`config.mk`:
```
export PLATFORM = sky130hd
export DESIGN_NAME = mult_share_arb_flat
export DESIGN_NICKNAME = d
export VERILOG_FILES = /design/src/rtl/mult_share_arb_if.sv /design/src/rtl/mult_share_arb.sv /design/src/flat_wrapper.sv
export SDC_FILE = /design/constraint.sdc
export NUM_CORES = 1
export LEC_CHECK = 0
export BUFFER_PORTS_ARGS = -buffer_cell sky130_fd_sc_hd__buf_4
export CAP_MARGIN = 30
export CORE_AREA = 2 2 95 97
export DETAILED_ROUTE_END_ITERATION = 12
export DIE_AREA = 0 0 97 99
export GPL_ROUTABILITY_DRIVEN = 0
export PLACE_DENSITY = 0.72
export SYNTH_ARGS = -nofsm -noshare
export SYNTH_HDL_FRONTEND = slang
export SYNTH_SLANG_ARGS = --single-unit
```
`constraint.sdc`:
```
create_clock -name clk -period 3.2 [get_ports clk]
set_clock_uncertainty 0.15 [all_clocks]
set_input_delay 0.64 -clock clk [delete_from_list [all_inputs] [get_ports clk]]
set_output_delay 0.64 -clock clk [all_outputs]
set_load 0.02 [all_outputs]
```
`src/rtl/mult_share_arb_if.sv`:
```
// Request/response bundle for mult_share_arb: NREQ operand-pair requesters in,
// one tagged product stream out.
//
// Handshake rule for every valid/ready pair in this bundle:
//   - A transfer happens on a rising clk edge where valid && ready are both high.
//   - valid never depends combinationally on ready.
//   - Once valid is raised, it and its payload stay unchanged until the transfer.
interface mult_share_arb_if #(
  parameter int NREQ = 4,
  parameter int IDW  = 2
);
  logic [NREQ-1:0]      req_valid;
  logic [NREQ-1:0]      req_ready;
  logic [16*NREQ-1:0]   req_a;
  logic [16*NREQ-1:0]   req_b;
  logic                 rsp_valid;
  logic                 rsp_ready;
  logic [IDW-1:0]       rsp_id;
  logic [31:0]          rsp_product;

  // Requesters and the response consumer.
  modport master (
    output req_valid, req_a, req_b, rsp_ready,
    input  req_ready, rsp_valid, rsp_id, rsp_product
  );

  // The arbiter.
  modport slave (
    input  req_valid, req_a, req_b, rsp_ready,
    output req_ready, rsp_valid, rsp_id, rsp_product
  );
endinterface

```
`src/rtl/mult_share_arb.sv`:
```
// Round-robin arbiter sharing one external combinational 16x16 multiplier among
// NREQ requesters. Define MULT_SHARE_ARB_SKID_EN for a 2-entry output skid FIFO.
module mult_share_arb #(
  parameter int NREQ = 4,
  parameter int IDW  = 2
) (
  input  logic            clk,
  input  logic            rst,
  mult_share_arb_if.slave bus,
  output logic [15:0]     mul_a,
  output logic [15:0]     mul_b,
  input  logic [31:0]     mul_p,
  output logic [IDW-1:0]  dbg_rr_ptr,
  output logic [1:0]      dbg_count
);

  localparam logic [IDW:0]   NREQ_W   = (IDW+1)'(NREQ);
  localparam logic [IDW-1:0] LAST_IDX = IDW'(NREQ - 1);

  logic [IDW-1:0]    rr_ptr;
  logic [2*NREQ-1:0] req_dbl;
  logic [2*NREQ-1:0] req_shift;
  logic [NREQ-1:0]   req_rot;
  logic              grant_found;
  logic [IDW:0]      grant_sum;
  logic [IDW-1:0]    grant_idx;
  logic              slot_free;
  logic              accept;

  // Rotating a doubled copy puts index rr_ptr at bit 0, so the first set bit
  // of req_rot is the round-robin winner, offset from rr_ptr.
  assign req_dbl   = {bus.req_valid, bus.req_valid};
  assign req_shift = req_dbl >> rr_ptr;
  assign req_rot   = req_shift[NREQ-1:0];

  always_comb begin
    grant_found = 1'b0;
    grant_sum   = '0;
    for (int k = 0; k < NREQ; k++) begin
      if (!grant_found && req_rot[k]) begin
        grant_found = 1'b1;
        grant_sum   = {1'b0, rr_ptr} + (IDW+1)'(k);
      end
    end
    if (grant_sum >= NREQ_W) begin
      grant_sum = grant_sum - NREQ_W;
    end
    grant_idx = grant_sum[IDW-1:0];
  end

  always_comb begin
    mul_a = 16'h0000;
    mul_b = 16'h0000;
    for (int i = 0; i < NREQ; i++) begin
      if (grant_found && (grant_idx == IDW'(i))) begin
        mul_a = bus.req_a[16*i +: 16];
        mul_b = bus.req_b[16*i +: 16];
      end
    end
  end

  always_comb begin
    bus.req_ready = '0;
    for (int i = 0; i < NREQ; i++) begin
      bus.req_ready[i] = !rst && slot_free && grant_found && (grant_idx == IDW'(i));
    end
  end

  // The granted requester is valid by construction, so accept needs no req_valid term.
  assign accept = !rst && slot_free && grant_found;

  always_ff @(posedge clk or posedge rst) begin
    if (rst) begin
      rr_ptr <= '0;
    end else if (accept) begin
      rr_ptr <= (grant_idx == LAST_IDX) ? '0 : grant_idx + IDW'(1);
    end
  end

  assign dbg_rr_ptr = rr_ptr;

`ifdef MULT_SHARE_ARB_SKID_EN

  logic [IDW-1:0] id_mem   [2];
  logic [31:0]    prod_mem [2];
  logic           wr_ptr;
  logic           rd_ptr;
  logic [1:0]     fifo_count;
  logic [1:0]     count_next;
  logic           fifo_full_q;
  logic           push;
  logic           pop;

  // slot_free comes only from a flop, so req_ready never sees rsp_ready.
  assign slot_free = !fifo_full_q;
  assign push      = accept;
  assign pop       = (fifo_count != 2'd0) && bus.rsp_ready;

  always_comb begin
    count_next = fifo_count;
    case ({push, pop})
      2'b10:   count_next = fifo_count + 2'd1;
      2'b01:   count_next = fifo_count - 2'd1;
      default: count_next = fifo_count;
    endcase
  end

  always_ff @(posedge clk or posedge rst) begin
    if (rst) begin
      wr_ptr      <= 1'b0;
      rd_ptr      <= 1'b0;
      fifo_count  <= 2'd0;
      fifo_full_q <= 1'b0;
      for (int e = 0; e < 2; e++) begin
        id_mem[e]   <= '0;
        prod_mem[e] <= '0;
      end
    end else begin
      if (push) begin
        id_mem[wr_ptr]   <= grant_idx;
        prod_mem[wr_ptr] <= mul_p;
        wr_ptr           <= ~wr_ptr;
      end
      if (pop) begin
        rd_ptr <= ~rd_ptr;
      end
      fifo_count  <= count_next;
      fifo_full_q <= (count_next == 2'd2);
    end
  end

  assign bus.rsp_valid   = (fifo_count != 2'd0);
  assign bus.rsp_id      = id_mem[rd_ptr];
  assign bus.rsp_product = prod_mem[rd_ptr];
  assign dbg_count       = fifo_count;

`else

  logic           rsp_valid_q;
  logic [IDW-1:0] rsp_id_q;
  logic [31:0]    rsp_product_q;

  assign slot_free = !rsp_valid_q || bus.rsp_ready;

  // A new accept overwrites a result being consumed in the same cycle.
  always_ff @(posedge clk or posedge rst) begin
    if (rst) begin
      rsp_valid_q   <= 1'b0;
      rsp_id_q      <= '0;
      rsp_product_q <= '0;
    end else if (accept) begin
      rsp_valid_q   <= 1'b1;
      rsp_id_q      <= grant_idx;
      rsp_product_q <= mul_p;
    end else if (rsp_valid_q && bus.rsp_ready) begin
      rsp_valid_q <= 1'b0;
    end
  end

  assign bus.rsp_valid   = rsp_valid_q;
  assign bus.rsp_id      = rsp_id_q;
  assign bus.rsp_product = rsp_product_q;
  assign dbg_count       = {1'b0, rsp_valid_q};

`endif

endmodule

```
`src/flat_wrapper.sv`:
```
// flat-port wrapper written by rule: the top's interface ports become plain ports
module mult_share_arb_flat 
#(
  parameter int NREQ = 4,
  parameter int IDW  = 2
)
  (clk, rst, mul_a, mul_b, mul_p, dbg_rr_ptr, dbg_count, bus_req_valid, bus_req_a, bus_req_b, bus_rsp_ready, bus_req_ready, bus_rsp_valid, bus_rsp_id, bus_rsp_product);
  mult_share_arb_if #(.NREQ(NREQ), .IDW(IDW)) bus_i ();
  input  logic clk;
  input  logic rst;
  output logic [15:0] mul_a;
  output logic [15:0] mul_b;
  input  logic [31:0] mul_p;
  output logic [IDW-1:0] dbg_rr_ptr;
  output logic [1:0] dbg_count;
  input wire logic [$bits(bus_i.req_valid)-1:0] bus_req_valid;
  input wire logic [$bits(bus_i.req_a)-1:0] bus_req_a;
  input wire logic [$bits(bus_i.req_b)-1:0] bus_req_b;
  input wire logic [$bits(bus_i.rsp_ready)-1:0] bus_rsp_ready;
  output wire logic [$bits(bus_i.req_ready)-1:0] bus_req_ready;
  output wire logic [$bits(bus_i.rsp_valid)-1:0] bus_rsp_valid;
  output wire logic [$bits(bus_i.rsp_id)-1:0] bus_rsp_id;
  output wire logic [$bits(bus_i.rsp_product)-1:0] bus_rsp_product;
  assign bus_i.req_valid = bus_req_valid;
  assign bus_i.req_a = bus_req_a;
  assign bus_i.req_b = bus_req_b;
  assign bus_i.rsp_ready = bus_rsp_ready;
  assign bus_req_ready = bus_i.req_ready;
  assign bus_rsp_valid = bus_i.rsp_valid;
  assign bus_rsp_id = bus_i.rsp_id;
  assign bus_rsp_product = bus_i.rsp_product;
  mult_share_arb #(.NREQ(NREQ), .IDW(IDW)) u_core (.clk(clk), .rst(rst), .bus(bus_i), .mul_a(mul_a), .mul_b(mul_b), .mul_p(mul_p), .dbg_rr_ptr(dbg_rr_ptr), .dbg_count(dbg_count));
endmodule
```
==> metrics.json <==
{
  "chipHeight": {"value": 99, "unit": "um"},
  "ys_seq_area_share": {"value": 34.5, "unit": "%"},
  "critical-path-top-delay-family": {"value": "simple AND/OR/NAND/NOR gates"},
  "num_vias": {"value": 3153},
  "worst_pin_slew": {"value": 0.516, "unit": "ns"},
  "synth.cells.most_frequent": {"value": "sky130_fd_sc_hd__dfrtp_1, sky130_fd_sc_hd__a32o_1, sky130_fd_sc_hd__nand2b_1"},
  "swShare": {"value": 39.9, "unit": "%"},
  "setup_viol_count_final": {"value": 31},
  "detailedRoute.firstPassIterationCount": {"value": 7},
  "worst-endpoint-arrival": {"value": 2.53, "unit": "ns"},
  "worstSetupPathType": {"value": "in -> out"},
  "grt-ovfl-total": {"value": 0},
  "synth_area_leaders": {"value": "sky130_fd_sc_hd__dfrtp_1, sky130_fd_sc_hd__mux2_4, sky130_fd_sc_hd__a32o_1"},
  "hold_path.class": {"value": "in -> async"},
  "fin_crit": {"value": 3.32, "unit": "ns"},
  "power.static_leakage": {"value": 2.65, "unit": "nW"},
  "cts_clk_pin_slew_worst_paths": {"value": 0.07, "unit": "ns"},
  "yosysUniqueCellTypes": {"value": 31},
  "final_max_slew_viol_count": {"value": 0},
  "drive_gt1_share": {"value": 74.4, "unit": "%"},
  "maxCapViolations": {"value": 0},
  "first_iter_violations": {"value": 102},
  "crit_required": {"value": 2.41, "unit": "ns"},
  "syn-mean-instance-area": {"value": 11.5, "unit": "um^2"},
  "port_buffers": {"value": 240},
  "postLayoutCellArea": {"value": 5270, "unit": "um^2"},
  "startpoint_type": {"value": "primary input"},
  "slowest_delay": {"value": 0.30, "unit": "ns"},
  "cts_max_level": {"value": 2},
  "core_region_area": {"value": 8550, "unit": "um^2"},
  "total_clock_sinks": {"value": 37},
  "max_slew_margin": {"value": 65.4, "unit": "%"},
  "syn_to_final_growth": {"value": 96.2, "unit": "%"},
  "final.period_utilization": {"value": 104, "unit": "%"},
  "die-width": {"value": 97, "unit": "um"},
  "setup_ws": {"value": -0.124, "unit": "ns"},
  "numPlacedInstances": {"value": 586},
  "postSynth.topFlopCell": {"value": "sky130_fd_sc_hd__dfrtp_1"},
  "comb_power_share": {"value": 74.6, "unit": "%"},
  "cp_cell_sequence": {"value": "buf_6 -> or3b_4 -> o221ai_2 -> or2_4 -> ha_4 -> nor2b_4 -> clkbuf_16 -> a221o_1 -> a32o_2 -> buf_6"},
  "outcome": {"value": "finished, violations left"},
  "insertedDiodeCount": {"value": 0},
  "mappedNetlistArea": {"value": 2690, "unit": "um^2"},
  "failed_checks": {"value": "setup timing"},
  "cts-root-to-sink-buffers": {"value": 2},
  "route.detailed.wl_per_inst": {"value": 18.5, "unit": "um"},
  "cts_tree": {"value": "yes"},
  "drcViolationCount": {"value": 0},
  "globalRouteTotalUtil": {"value": 22.6, "unit": "%"},
  "postSynth.asyncResetShare": {"value": 100, "unit": "%"},
  "crit_path_max_fanout": {"value": 8},
  "placed_cell_area": {"value": 4810, "unit": "um^2"},
  "synth.largest_area_cell": {"value": "sky130_fd_sc_hd__dfrtp_1"},
  "nFillCells": {"value": 683},
  "grt_pass1_vias": {"value": 3312},
  "hold_slack": {"value": 0.138, "unit": "ns"},
  "finalWirelength": {"value": 11.2, "unit": "mm"},
  "yosysTopAreaCellShare": {"value": 34.5, "unit": "%"},
  "multi_input_area": {"value": 1720, "unit": "um^2"},
  "crit_path_end_kind": {"value": "output pin"},
  "grt_start_max_net_pins": {"value": 34},
  "p_clk_share": {"value": 9.0, "unit": "%"},
  "p_switching": {"value": 1.50, "unit": "mW"},
  "peakVddDrop": {"value": 0.494, "unit": "mV"},
  "post-route-util": {"value": 61.6, "unit": "%"},
  "design.die.area": {"value": 9600, "unit": "um^2"},
  "layout.cells.non_filler": {"value": 605},
  "critical-path-slowest-cell": {"value": "sky130_fd_sc_hd__a221o_1"},
  "route.detailed.vias_per_inst": {"value": 5.21},
  "io_pins": {"value": 242},
  "worst-path-buf-inv": {"value": 3},
  "power.share.sequential": {"value": 16.5, "unit": "%"},
  "synth_most_common_cell": {"value": "sky130_fd_sc_hd__dfrtp_1"},
  "antenna_violations_before_repair": {"value": 0},
  "area_of_all_sequential_standard_cells": {"value": 927, "unit": "um^2"},
  "antenna_violating_nets_post_route": {"value": 0},
  "initial_utilization": {"value": 31.4, "unit": "%"},
  "internal_power": {"value": 2.27, "unit": "mW"},
  "synth_warnings": {"value": 0},
  "power-per-cell-area": {"value": 716, "unit": "nW/um^2"},
  "synthCells": {"value": 233},
  "insertion_delay": {"value": 0.29, "unit": "ns"},
  "place_hpwl": {"value": 7.96, "unit": "mm"},
  "wire_length_of_the_first_global_routing_pass": {"value": 17.5, "unit": "mm"},
  "fp-row-count": {"value": 34},
  "postSynthRegisterBits": {"value": 37},
  "finalHoldViolCount": {"value": 0},
  "synth-edff-count": {"value": 0},
  "path_common_cell": {"value": "sky130_fd_sc_hd__buf_6"},
  "tritoncts.num_buffers": {"value": 5},
  "synth_fp_nets": {"value": 404},
  "grt_setup_unrepaired": {"value": "yes"},
  "final_net_count": {"value": 668},
  "cts_root_buffer": {"value": "sky130_fd_sc_hd__clkbuf_8"},
  "setup_tns": {"value": -3.41, "unit": "ns"},
  "clock.fmax": {"value": 301, "unit": "MHz"}
}
[path summary, 6_finish.rpt]
path / depth (start not counted) / to / slack (ns) / start
worst max-delay path: 10 / mul_a[13] / -0.12 / bus_req_valid[0]
min in group clk: 1 / u_core.bus.rsp_product[6] / 0.37 / u_core.bus.rsp_product[6]
worst max register to register: 4 / u_core.bus.rsp_product[11] / 1.20 / u_core.bus.rsp_valid
worst min register to register: 1 / u_core.bus.rsp_product[6] / 0.37 / u_core.bus.rsp_product[6]
worst min-delay path: 2 / u_core.bus.rsp_id[1] / 0.14 / rst
max in group asynchronous: 3 / u_core.bus.rsp_product[20] / 2.11 / rst
[metrics by stage]
step | power [mW] | setup slack [ns]
after detailed placement | 3.00 | -0.201
after CTS | 3.79 | -0.139
after floorplan | 2.01 | 0.0194
after global placement | 2.98 | -0.169
final | 3.77 | -0.124
after global routing | 3.97 | -0.233
[worst reg2reg max path: stages (launching register included)]
cell and delay, ns:
sky130_fd_sc_hd__dfrtp_1 0.41, sky130_fd_sc_hd__nor2b_1 0.22, sky130_fd_sc_hd__nor3_4 0.33, sky130_fd_sc_hd__buf_4 0.39
sky130_fd_sc_hd__mux2_2 0.38
[power groups by stage]
stage / Clock [mW] / Combinational (mW) / Sequential [mW]
6_report: 0.338 / 2.81 / 0.622
5_1_grt: 0.368 / 2.97 / 0.632
4_1_cts: 0.347 / 2.82 / 0.619
3_5_place_dp: 0 / 2.38 / 0.624
3_3_place_gp: 0 / 2.36 / 0.624
2_1_floorplan: 0 / 1.29 / 0.723
[cell usage in the layout, fill, tap and decap left out, drive strengths merged]
cell / netlist / layout
buf: 12 / 281
dfrtp: 37 / 37
mux2: 33 / 33
nand2b: 32 / 32
a32o: 32 / 32
a221o: 31 / 31
clkbuf: 14 / 8
o31ai: 6 / 6
and2: 4 / 4
ha: 4 / 4
nor2: 4 / 4
inv: 3 / 3
nor2b: 3 / 3
nand2: 2 / 2
a21oi: 2 / 2
or2: 2 / 2
nor4: 1 / 1
nor3: 1 / 1
mux2i: 1 / 1
o2bb2ai: 1 / 1
nand4b: 1 / 1
or3b: 1 / 1
o221ai: 1 / 1
o21ai: 1 / 1
or3: 1 / 1
o31a: 1 / 1
o21bai: 1 / 1
conb: 1 / 1
clkinvlp: 0 / 1
[cell families after synthesis]
kind of cell | Yosys count | synth area share (%)
AOI/OAI and AO/OA | 76 | 27.0
adders and majority gates | 4 | 1.86
buffers and inverters | 29 | 6.05
DFF | 37 | 34.5
muxes | 34 | 17.8
other | 1 | 0.140
and+or+nand+nor | 52 | 12.7
[what timing repair did]
| action | in CTS | in global routing |
|---|---|---|
| pin swaps | 10 | 8 |
| gates cloned | 4 | 0 |
| buffers inserted | 7 | 0 |
| resized for setup | 51 | 5 |
| endpoints found under the setup margin | 32 | 32 |
| hold buffers | 0 | 0 |
[cell type report]
type                            count  share of cell area (%)
Timing Repair Buffer              283                    45.3
Multi-Input combinational cell    167                    32.7
Sequential cell                    37                    17.6
Tap cell                          108                    2.56
Clock buffer                        6                    1.57
Inverter                            3                   0.214
Clock inverter                      1                   0.142
[sequential cells by signal, summed over array words and instances, names as in the netlist]
signal,count
u_core.bus.rsp_product,32
u_core.bus.rsp_id,2
u_core.dbg_rr_ptr,2
u_core.bus.rsp_valid,1
[layer usage]
| metal | vias up | share of wire (%) | GRT usage [%] |
|---|---|---|---|
| met1 | 1513 | 38 | 25.9 |
| met2 | 172 | 51 | 40.8 |
| met5 | - | 0 | 0 |
| met4 | 0 | 1.5 | 6.18 |
| met3 | 13 | 9.1 | 7.23 |
| li1 | 1455 | - | - |
Power figures use the tool's default switching activity.
